$ cat src/rtl/branch_pc_unit_if.sv
// Control/status bundle between a sequencer front end and branch_pc_unit.
// Carries enable, branch/call/return requests, compare-flag writes and PC status.
// master drives requests and observes status; slave is the PC unit itself.
interface branch_pc_unit_if #(
    parameter int PC_W     = 10,
    parameter int OFFSET_W = 8
);
    // requests into the PC unit
    logic                en;
    logic [1:0]          cond_sel;
    logic                abs_mode;
    logic [OFFSET_W-1:0] offset;
    logic [PC_W-1:0]     target;
    logic                call;
    logic                ret;
    logic                flag_we;
    logic [2:0]          flag_in;
    logic                err_clr;

    // status out of the PC unit
    logic [PC_W-1:0]     pc;
    logic [2:0]          flags;
    logic                taken;
    logic                ras_empty;
    logic                ras_full;
    logic                err;

    modport master (
        output en, cond_sel, abs_mode, offset, target, call, ret,
               flag_we, flag_in, err_clr,
        input  pc, flags, taken, ras_empty, ras_full, err
    );

    modport slave (
        input  en, cond_sel, abs_mode, offset, target, call, ret,
               flag_we, flag_in, err_clr,
        output pc, flags, taken, ras_empty, ras_full, err
    );
endinterface

$ cat src/rtl/branch_pc_unit.sv
// Program counter with conditional relative/absolute branches, call/return stack and sticky error.
// Latency: one edge; pc/flags/taken/err are registered, ras_empty/ras_full decode the occupancy count.
// Backpressure: en=0 stalls pc and stack and drops requests; flags and err keep updating.
module branch_pc_unit #(
    parameter int          PC_W       = 10,
    parameter int          OFFSET_W   = 8,
    parameter int          RAS_DEPTH  = 4,
    parameter int unsigned START_ADDR = 0
) (
    input logic             clk,
    input logic             reset,
    branch_pc_unit_if.slave bus
);

    // Condition encoding on cond_sel
    localparam logic [1:0] COND_NONE = 2'b00;
    localparam logic [1:0] COND_EQ   = 2'b01;
    localparam logic [1:0] COND_LT   = 2'b10;
    localparam logic [1:0] COND_GT   = 2'b11;

    // Flag bit positions inside {gt, lt, eq}
    localparam int FLAG_EQ = 0;
    localparam int FLAG_LT = 1;
    localparam int FLAG_GT = 2;

    // Occupancy counts 0..RAS_DEPTH inclusive, so it needs one more code than the index
    localparam int CNT_W = $clog2(RAS_DEPTH + 1);
    localparam int IDX_W = (RAS_DEPTH > 1) ? $clog2(RAS_DEPTH) : 1;

    localparam logic [CNT_W-1:0] CNT_FULL  = CNT_W'(RAS_DEPTH);
    localparam logic [CNT_W-1:0] CNT_ZERO  = '0;
    localparam logic [CNT_W-1:0] CNT_ONE   = CNT_W'(1);
    localparam logic [PC_W-1:0]  PC_RESET  = PC_W'(START_ADDR);
    localparam logic [PC_W-1:0]  PC_ONE    = PC_W'(1);

    // Architectural state
    logic [PC_W-1:0]  pc_q;
    logic [2:0]       flags_q;
    logic             taken_q;
    logic             err_q;
    logic [CNT_W-1:0] occ_q;

    // Return-address storage; contents are meaningless above the occupancy count
    logic [PC_W-1:0]  ras_mem [RAS_DEPTH];

    // Next-state decode
    logic [PC_W-1:0]  pc_inc;
    logic [PC_W-1:0]  pc_rel;
    logic [PC_W-1:0]  offset_ext;
    logic [PC_W-1:0]  pc_next;
    logic             taken_next;
    logic             cond_hit;
    logic             stack_empty;
    logic             stack_full;
    logic             push;
    logic             pop;
    logic             err_set;
    logic [CNT_W-1:0] occ_dec;
    logic [IDX_W-1:0] push_idx;
    logic [IDX_W-1:0] top_idx;
    logic [PC_W-1:0]  top_val;

    assign stack_empty = (occ_q == CNT_ZERO);
    assign stack_full  = (occ_q == CNT_FULL);

    // Push goes to the slot at the current count, pop reads the slot below it
    assign occ_dec  = occ_q - CNT_ONE;
    assign push_idx = occ_q[IDX_W-1:0];
    assign top_idx  = occ_dec[IDX_W-1:0];
    assign top_val  = ras_mem[top_idx];

    // Offset is two's complement; widen with its sign so backward branches wrap correctly
    assign offset_ext = PC_W'(signed'(bus.offset));
    assign pc_inc     = pc_q + PC_ONE;
    assign pc_rel     = pc_q + offset_ext;

    // Branch condition uses the flags held before this edge, never the same-edge flag_in
    always_comb begin
        cond_hit = 1'b0;
        case (bus.cond_sel)
            COND_NONE: cond_hit = 1'b0;
            COND_EQ:   cond_hit = flags_q[FLAG_EQ];
            COND_LT:   cond_hit = flags_q[FLAG_LT];
            COND_GT:   cond_hit = flags_q[FLAG_GT];
            default:   cond_hit = 1'b0;
        endcase
    end

    // One action per enabled edge: conflict, then ret, then call, then branch, else step
    always_comb begin
        pc_next    = pc_q;
        taken_next = 1'b0;
        push       = 1'b0;
        pop        = 1'b0;
        err_set    = 1'b0;
        if (bus.en) begin
            pc_next = pc_inc;
            if (bus.call && bus.ret) begin
                // Ambiguous request: touch nothing on the stack, just step and flag it
                err_set = 1'b1;
            end else if (bus.ret) begin
                if (stack_empty) begin
                    err_set = 1'b1;
                end else begin
                    pop        = 1'b1;
                    pc_next    = top_val;
                    taken_next = 1'b1;
                end
            end else if (bus.call) begin
                // The jump happens even on overflow; only the return address is lost
                pc_next    = bus.target;
                taken_next = 1'b1;
                if (stack_full) begin
                    err_set = 1'b1;
                end else begin
                    push = 1'b1;
                end
            end else if (cond_hit) begin
                pc_next    = bus.abs_mode ? bus.target : pc_rel;
                taken_next = 1'b1;
            end
        end
    end

    // Program counter, redirect pulse and stack occupancy
    always_ff @(posedge clk or posedge reset) begin
        if (reset) begin
            pc_q    <= PC_RESET;
            taken_q <= 1'b0;
            occ_q   <= CNT_ZERO;
        end else begin
            pc_q    <= pc_next;
            taken_q <= taken_next;
            if (push) begin
                occ_q <= occ_q + CNT_ONE;
            end else if (pop) begin
                occ_q <= occ_dec;
            end
        end
    end

    // Compare flags update on every edge they are written, stalled or not
    always_ff @(posedge clk or posedge reset) begin
        if (reset) begin
            flags_q <= 3'b000;
        end else if (bus.flag_we) begin
            flags_q <= bus.flag_in;
        end
    end

    // Sticky error: a new error on the clearing edge must not be lost
    always_ff @(posedge clk or posedge reset) begin
        if (reset) begin
            err_q <= 1'b0;
        end else if (err_set) begin
            err_q <= 1'b1;
        end else if (bus.err_clr) begin
            err_q <= 1'b0;
        end
    end

    // Return-address storage write; no reset since occupancy alone defines validity
    always_ff @(posedge clk) begin
        if (push) begin
            ras_mem[push_idx] <= pc_inc;
        end
    end

    assign bus.pc        = pc_q;
    assign bus.flags     = flags_q;
    assign bus.taken     = taken_q;
    assign bus.err       = err_q;
    assign bus.ras_empty = stack_empty;
    assign bus.ras_full  = stack_full;

endmodule

$ cat src/flat_wrapper.sv
// flat-port wrapper written by rule: the top's interface ports become plain ports
module branch_pc_unit_flat 
#(
    parameter int          PC_W       = 10,
    parameter int          OFFSET_W   = 8,
    parameter int          RAS_DEPTH  = 4,
    parameter int unsigned START_ADDR = 0
)
  (clk, reset, bus_en, bus_cond_sel, bus_abs_mode, bus_offset, bus_target, bus_call, bus_ret, bus_flag_we, bus_flag_in, bus_err_clr, bus_pc, bus_flags, bus_taken, bus_ras_empty, bus_ras_full, bus_err);
  branch_pc_unit_if #(.PC_W(PC_W), .OFFSET_W(OFFSET_W)) bus_i ();
  input logic clk;
  input logic reset;
  input wire logic [$bits(bus_i.en)-1:0] bus_en;
  input wire logic [$bits(bus_i.cond_sel)-1:0] bus_cond_sel;
  input wire logic [$bits(bus_i.abs_mode)-1:0] bus_abs_mode;
  input wire logic [$bits(bus_i.offset)-1:0] bus_offset;
  input wire logic [$bits(bus_i.target)-1:0] bus_target;
  input wire logic [$bits(bus_i.call)-1:0] bus_call;
  input wire logic [$bits(bus_i.ret)-1:0] bus_ret;
  input wire logic [$bits(bus_i.flag_we)-1:0] bus_flag_we;
  input wire logic [$bits(bus_i.flag_in)-1:0] bus_flag_in;
  input wire logic [$bits(bus_i.err_clr)-1:0] bus_err_clr;
  output wire logic [$bits(bus_i.pc)-1:0] bus_pc;
  output wire logic [$bits(bus_i.flags)-1:0] bus_flags;
  output wire logic [$bits(bus_i.taken)-1:0] bus_taken;
  output wire logic [$bits(bus_i.ras_empty)-1:0] bus_ras_empty;
  output wire logic [$bits(bus_i.ras_full)-1:0] bus_ras_full;
  output wire logic [$bits(bus_i.err)-1:0] bus_err;
  assign bus_i.en = bus_en;
  assign bus_i.cond_sel = bus_cond_sel;
  assign bus_i.abs_mode = bus_abs_mode;
  assign bus_i.offset = bus_offset;
  assign bus_i.target = bus_target;
  assign bus_i.call = bus_call;
  assign bus_i.ret = bus_ret;
  assign bus_i.flag_we = bus_flag_we;
  assign bus_i.flag_in = bus_flag_in;
  assign bus_i.err_clr = bus_err_clr;
  assign bus_pc = bus_i.pc;
  assign bus_flags = bus_i.flags;
  assign bus_taken = bus_i.taken;
  assign bus_ras_empty = bus_i.ras_empty;
  assign bus_ras_full = bus_i.ras_full;
  assign bus_err = bus_i.err;
  branch_pc_unit #(.PC_W(PC_W), .OFFSET_W(OFFSET_W), .RAS_DEPTH(RAS_DEPTH), .START_ADDR(START_ADDR)) u_core (.clk(clk), .reset(reset), .bus(bus_i));
endmodule
$ cat config.mk
export PLATFORM = sky130hd
export DESIGN_NAME = branch_pc_unit_flat
export DESIGN_NICKNAME = d
export VERILOG_FILES = /design/src/rtl/branch_pc_unit_if.sv /design/src/rtl/branch_pc_unit.sv /design/src/flat_wrapper.sv
export SDC_FILE = /design/constraint.sdc
export NUM_CORES = 1
export LEC_CHECK = 0
export ABC_AREA = 1
export CAP_MARGIN = 5
export CORE_UTILIZATION = 50
export CTS_CLUSTER_SIZE = 20
export DETAILED_ROUTE_END_ITERATION = 16
export GPL_ROUTABILITY_DRIVEN = 0
export MAX_ROUTING_LAYER = met4
export PLACE_DENSITY = 0.8
export SYNTH_ARGS = -nofsm -noshare
export SYNTH_HDL_FRONTEND = slang
export SYNTH_SLANG_ARGS = --single-unit
$ cat constraint.sdc
create_clock -name clk -period 2.3 [get_ports clk]
set_clock_uncertainty 0.2 [all_clocks]
set_input_delay 0.345 -clock clk [delete_from_list [all_inputs] [get_ports clk]]
set_output_delay 0.345 -clock clk [all_outputs]
set_load 0.01 [all_outputs]
After elaboration in Yosys (flattened, before gate mapping)
Memory sizes are Yosys's and may differ from the RTL's.
Index checks and enable logic that the tools add are counted.
{ "word_totals": {"reg_bits": 18, "mem_count": 1, "ram_bits": 40, "output_inout_bits": 17} }
{ "memory_table": {"columns": ["memory", "depth", "width", "read_ports", "rd_clocked_by_memory_dff", "wr", "line", "source"], "rows": [
  ["u_core.ras_mem", 4, 10, 1, 0, 1, "branch_pc_unit.sv:44", "logic [PC_W-1:0] ras_mem [RAS_DEPTH];"]
]} }
{ "op_classes": {"reduce_logical": 5, "eq_ne": 4, "n_addsub": 4, "muxes": 33} }
{ "op_table": {"columns": ["operator", "n"], "rows": [
  ["2-to-1 mux 10 bit", 6],
  ["2-to-1 mux 1 bit", 24],
  ["adder 10 x 1 -> 10 bit, second input constant", 1],
  ["adder 10 bit", 1],
  ["2-to-1 mux 3 bit", 2],
  ["== test 2 bit, second input constant", 2],
  ["case mux 1 bit (4 select lines)", 1],
  ["nonzero test 2 bit", 2],
  ["adder 3 x 1 -> 3 bit, second input constant", 1],
  ["== test 3 bit, second input constant", 1],
  ["zero test 3 bit", 1],
  ["subtractor 3 x 1 -> 3 bit, second input constant", 1],
  ["== test 2 x 1 -> 1 bit, second input constant", 1],
  ["zero test 2 bit", 1],
  ["logical AND 1 bit", 1]
]} }

Logic depth before layout (Yosys ltp)
{ "logic_depth": {"word_depth": 8, "ltp_mapped": 13, "ltp_nobuf": 13} }

Least setup slack after synthesis
OpenSTA, ideal clock, no wires.
{ "synth_path": {"kind": "flip-flop to flip-flop", "from": "reg u_core.occ_q[0]", "to": "mem u_core.ras_mem[2][0] (enable)", "arrival_ps": 1849, "t_required_ps": 1724, "path_stages_with_launch": 8, "synth_period_minus_slack_ps": 2426, "path_slack_ps": -126, "path_cell_list": "dfrtp_1 > inv_2 > buf_2 > ha_1 > ha_1 > nor3_2 > inv_2 > nor2_1"} }
{ "synth_via": {"elab_chain_len": 8} }
{ "synth_rtl": {"columns": ["element", "line", "source"], "rows": [
  ["from (decl)", "branch_pc_unit.sv:41", "logic [CNT_W-1:0] occ_q;"],
  ["from (signal assigned)", "branch_pc_unit.sv:135", "occ_q <= occ_q + CNT_ONE;"],
  ["== test 3 bit", "branch_pc_unit.sv:64", "assign stack_full = (occ_q == CNT_FULL);"],
  ["via bus_ras_full", "flat_wrapper.sv:27", "output wire logic [$bits(bus_i.ras_full)-1:0] bus_ras_full;"],
  ["2-to-1 mux 1 bit", "branch_pc_unit.sv:113", "if (stack_full) begin"],
  ["2-to-1 mux 1 bit", "branch_pc_unit.sv:109", "end else if (bus.call) begin"],
  ["2-to-1 mux 1 bit", "branch_pc_unit.sv:101", "end else if (bus.ret) begin"],
  ["2-to-1 mux 1 bit", "branch_pc_unit.sv:98", "if (bus.call && bus.ret) begin"],
  ["2-to-1 mux 1 bit", "branch_pc_unit.sv:96", "if (bus.en) begin"],
  ["2-to-1 mux 1 bit", "branch_pc_unit.sv:164", "if (push) begin"],
  ["2-to-1 mux 1 bit (implied by the code)", "branch_pc_unit.sv:165", "ras_mem[push_idx] <= pc_inc;"],
  ["to (decl)", "branch_pc_unit.sv:44", null]
]} }
The timed path passes the listed nets, and every way through them passes these cells.

Final worst setup path
{ "layout_path": {"from": "reg u_core.occ_q[1]", "to": "mem u_core.ras_mem[2][1] (enable)"} }
{ "layout_via": {"elab_chain_len": 8} }
{ "layout_rtl": {"columns": ["element", "line"], "rows": [
  ["== test 3 bit", "branch_pc_unit.sv:64"],
  ["2-to-1 mux 1 bit", "branch_pc_unit.sv:113"],
  ["2-to-1 mux 1 bit", "branch_pc_unit.sv:109"],
  ["2-to-1 mux 1 bit", "branch_pc_unit.sv:101"],
  ["2-to-1 mux 1 bit", "branch_pc_unit.sv:98"],
  ["2-to-1 mux 1 bit", "branch_pc_unit.sv:96"],
  ["2-to-1 mux 1 bit", "branch_pc_unit.sv:164"],
  ["2-to-1 mux 1 bit (implied by the code)", "branch_pc_unit.sv:165"]
]} }
Parallel ways exist; a longest one is shown, timed or not.

==> results.md <==
* Outcome: completed
* Reg2reg start: u_core.occ_q[1]
* CTS clk-pin slew, worst paths at 0.07 ns
* EDFF count, synth at 40
* Synthesis-to-layout area growth at 30.6%
* Fillcell total at 488
* Antenna diode count at 0
* Drt wl/cell at 15.8 um
* Critical Path RT at 2.14 ns
* Vias at 3147
* First-pass GRT wire length at 14.6 mm
* Fin Setup TNS at 0 ns
* Fin crit share at 0.901
* Combinational power share at 0.519
* Final hold vios at 0
* Initial drt markers at 168
* #FFs+latches synth at 58
* Largest net degree at the start of global routing at 25
* Crit. path cell count at 7
* Mean number of vias per cell at 5.52
* Max cap viols at 0
* DPL Wire Length at 6.84 mm
* Seq/Total Area, Yosys at 0.477
* Switching share of power at 0.404
* Inst Count DP at 554
* Int Pwr at 3.06 mW
* Pins over their slew limit at 0
* Cts hold-fix bufs at 0
* Setup Buffers After CTS at 0
* Clock tree from TritonCTS: yes
* Mapped Cells at 400
* WP data arrival at 1.91 ns
* Critical path, cell by cell: inv_2 > ha_4 > ha_2 > nor3_2 > inv_2 > nor2_1 > buf_4
* Slew headroom at 0.600
* WP buf/inv at 3
* Post-synth cell types at 39
* Peak Freq at 0.483 GHz
* Final ANT Viol Nets at 0
* Rows at 29
* Antenna violations before repair at 0
* Synth Cell Area at 3460 um^2
* Startpoint types: flip-flop
* Tmin final at 2.07 ns
* Setup crit end: u_core.ras_mem[2][1]
* CTS Buf Count at 9
* Maximum root-to-sink buffer count at 2
* Final core area utilization at 0.693
* Ys async rst share at 0.310
* Clock power frac at 0.185
* IR drop worst, VDD at 0.583 mV
* Ys Warns at 0
* CP Class: reg2reg
* Crit-path slowest cell: dfrtp_1
* GR Util All Layers at 0.276
* Crit path launch: u_core.occ_q[1]
* CP peak stage delay at 0.39 ns
* CP max FO at 6
* Worst path most repeated cell: inv_2
* Commonest non-fill, non-tap cell in the layout: nand2_1
* PD cells at 1130 nW/um^2
* Syn_nets at 448
* Seq pwr share at 0.296
* Psw at 2.07 mW
* Layout cells sized above 1 at 0.154
* Drt pass-1 iters at 5
* Starting Density at 0.530
* Synth area leaders: edfxtp_1 35%, dfrtp_1 13%, nand2_1 10%
* H-tree depth at 3
* Port-buffer cells at 47
* Number of remaining DRC errors at 0
* Die area at 7260 um^2
* Grt ovf at 0
* Top-area cell type share of the netlist area at 0.347
* Core area at 6530 um^2
* Clock latency on the worst-skew pair at 0.33 ns
* Final setup fails at 0
* Largest area contributor in the netlist: edfxtp_1
* Leak at 2.00 nW
* Clk root buf: clkbuf_8
* # nets final at 536
* RSZ-0062 raised after global routing: false
* Total wire length at 9.02 mm
* Setup crit end kind: flip-flop
* Flop2flop setup slack at 0.23 ns
* Vias in the first global route at 3142
* Final cell count without fillers at 570
* Width of the chip at 85.2 um
* Die Ht at 85.2 um
* Syn Area/Cell at 8.66 um^2
* Synth Flop Type: edfxtp_1
* CTS sink cnt at 58
* R2R depth at 7
* CP delay by family, top: simple AND/OR/NAND/NOR gates
* Worst-Margin Slew at 0.595 ns
* Hold crit path type: in2async
* Terminus of the critical flop-to-flop path: u_core.ras_mem[2][1]
* Most frequent cells in the layout: 93 x nand2_1, 45 x clkdlybuf4s50_1, 43 x nor2_1
* I/O pin total at 48
[layer usage]
layer | GRT usage | share of wire | vias up
met5 | - | 0 | -
met1 | 0.334 | 0.43 | 1472
met4 | 0.119 | 0.033 | 0
met3 | 0.0506 | 0.056 | 26
met2 | 0.453 | 0.48 | 121
li1 | - | - | 1528
[final cells by class]
type                       count  area, um^2  share of cell area
clock buffer                  13         159              0.0351
clock inverter                 3        38.8             0.00858
inverter                      47         180              0.0398
multi-input combinational    285        1610               0.357
sequential                    58        1650               0.365
tap                           77        96.3              0.0213
timing repair buffer          87         785               0.173
[tightest hold or removal path, stage by stage]
cell             delay, ns
clkdlybuf4s50_1       0.40
inv_1                 0.05
buf_4                 0.28
[cell families after synthesis]
| kind of cell | after synthesis | share of synthesized area |
|---|---|---|
| and+or+nand+nor | 169 | 0.209 |
| AOI/OAI and AO/OA | 84 | 0.142 |
| DFF | 58 | 0.477 |
| buffers and inverters | 57 | 0.0658 |
| adders and majority gates | 17 | 0.0636 |
| xor gates and xnor gates | 11 | 0.0300 |
| muxes | 4 | 0.0123 |
[state kept, by name (all words and copies together), names as in the netlist]
register and flops:
u_core.bus.err 1, u_core.bus.flags 3, u_core.bus.pc 10, u_core.bus.taken 1
u_core.occ_q 3, u_core.ras_mem 40
[worst min path at each step]
stage,cells after the start,from,endpoint
global route,3,reset,u_core.bus.pc[8]
CTS,3,reset,u_core.bus.pc[8]
detailed placement,2,u_core.bus.err,u_core.bus.err
global placement,2,u_core.bus.err,u_core.bus.err
floorplan,1,reset,u_core.bus.err
finish,3,reset,u_core.bus.flags[1]
[synth_stat cells (7+ instances only)]
cell,count
nand2_1,93
nor2_1,43
inv_1,41
edfxtp_1,40
o21ai_0,32
nand3_1,20
a21oi_1,19
dfrtp_1,18
ha_1,16
o22ai_1,10
buf_2,8
o211ai_1,7
[timing repair]
| item | 4_1_cts | 5_1_grt |
|---|---|---|
| resized for setup | 7 | 5 |
| endpoints found under the setup margin | 2 | 3 |
| hold endpoints to repair | 0 | 0 |
[power by group through the flow]
stage	sequential, mW	combinational (mW)	clock (mW)
5_1_grt	1.53	2.94	0.996
6_report	1.52	2.66	0.949
4_1_cts	1.51	2.61	0.947
2_1_floorplan	1.59	1.46	0
3_5_place_dp	1.53	2.55	0
3_3_place_gp	1.52	2.45	0
[stage by stage]
stage               hold WS (ns)  power (mW)  area [um^2]  setup slack, ns
global route               0.171        5.46         4520           0.0564
floorplan                 0.0836        3.05         3460           -0.126
CTS                        0.147        5.07         4510           0.0235
detailed placement         0.331        4.08         4290           -0.201
finish                     0.153        5.13         4520            0.228
global placement           0.311        3.97         4290           -0.150
Note: power is estimated with default switching activity, not from simulation.
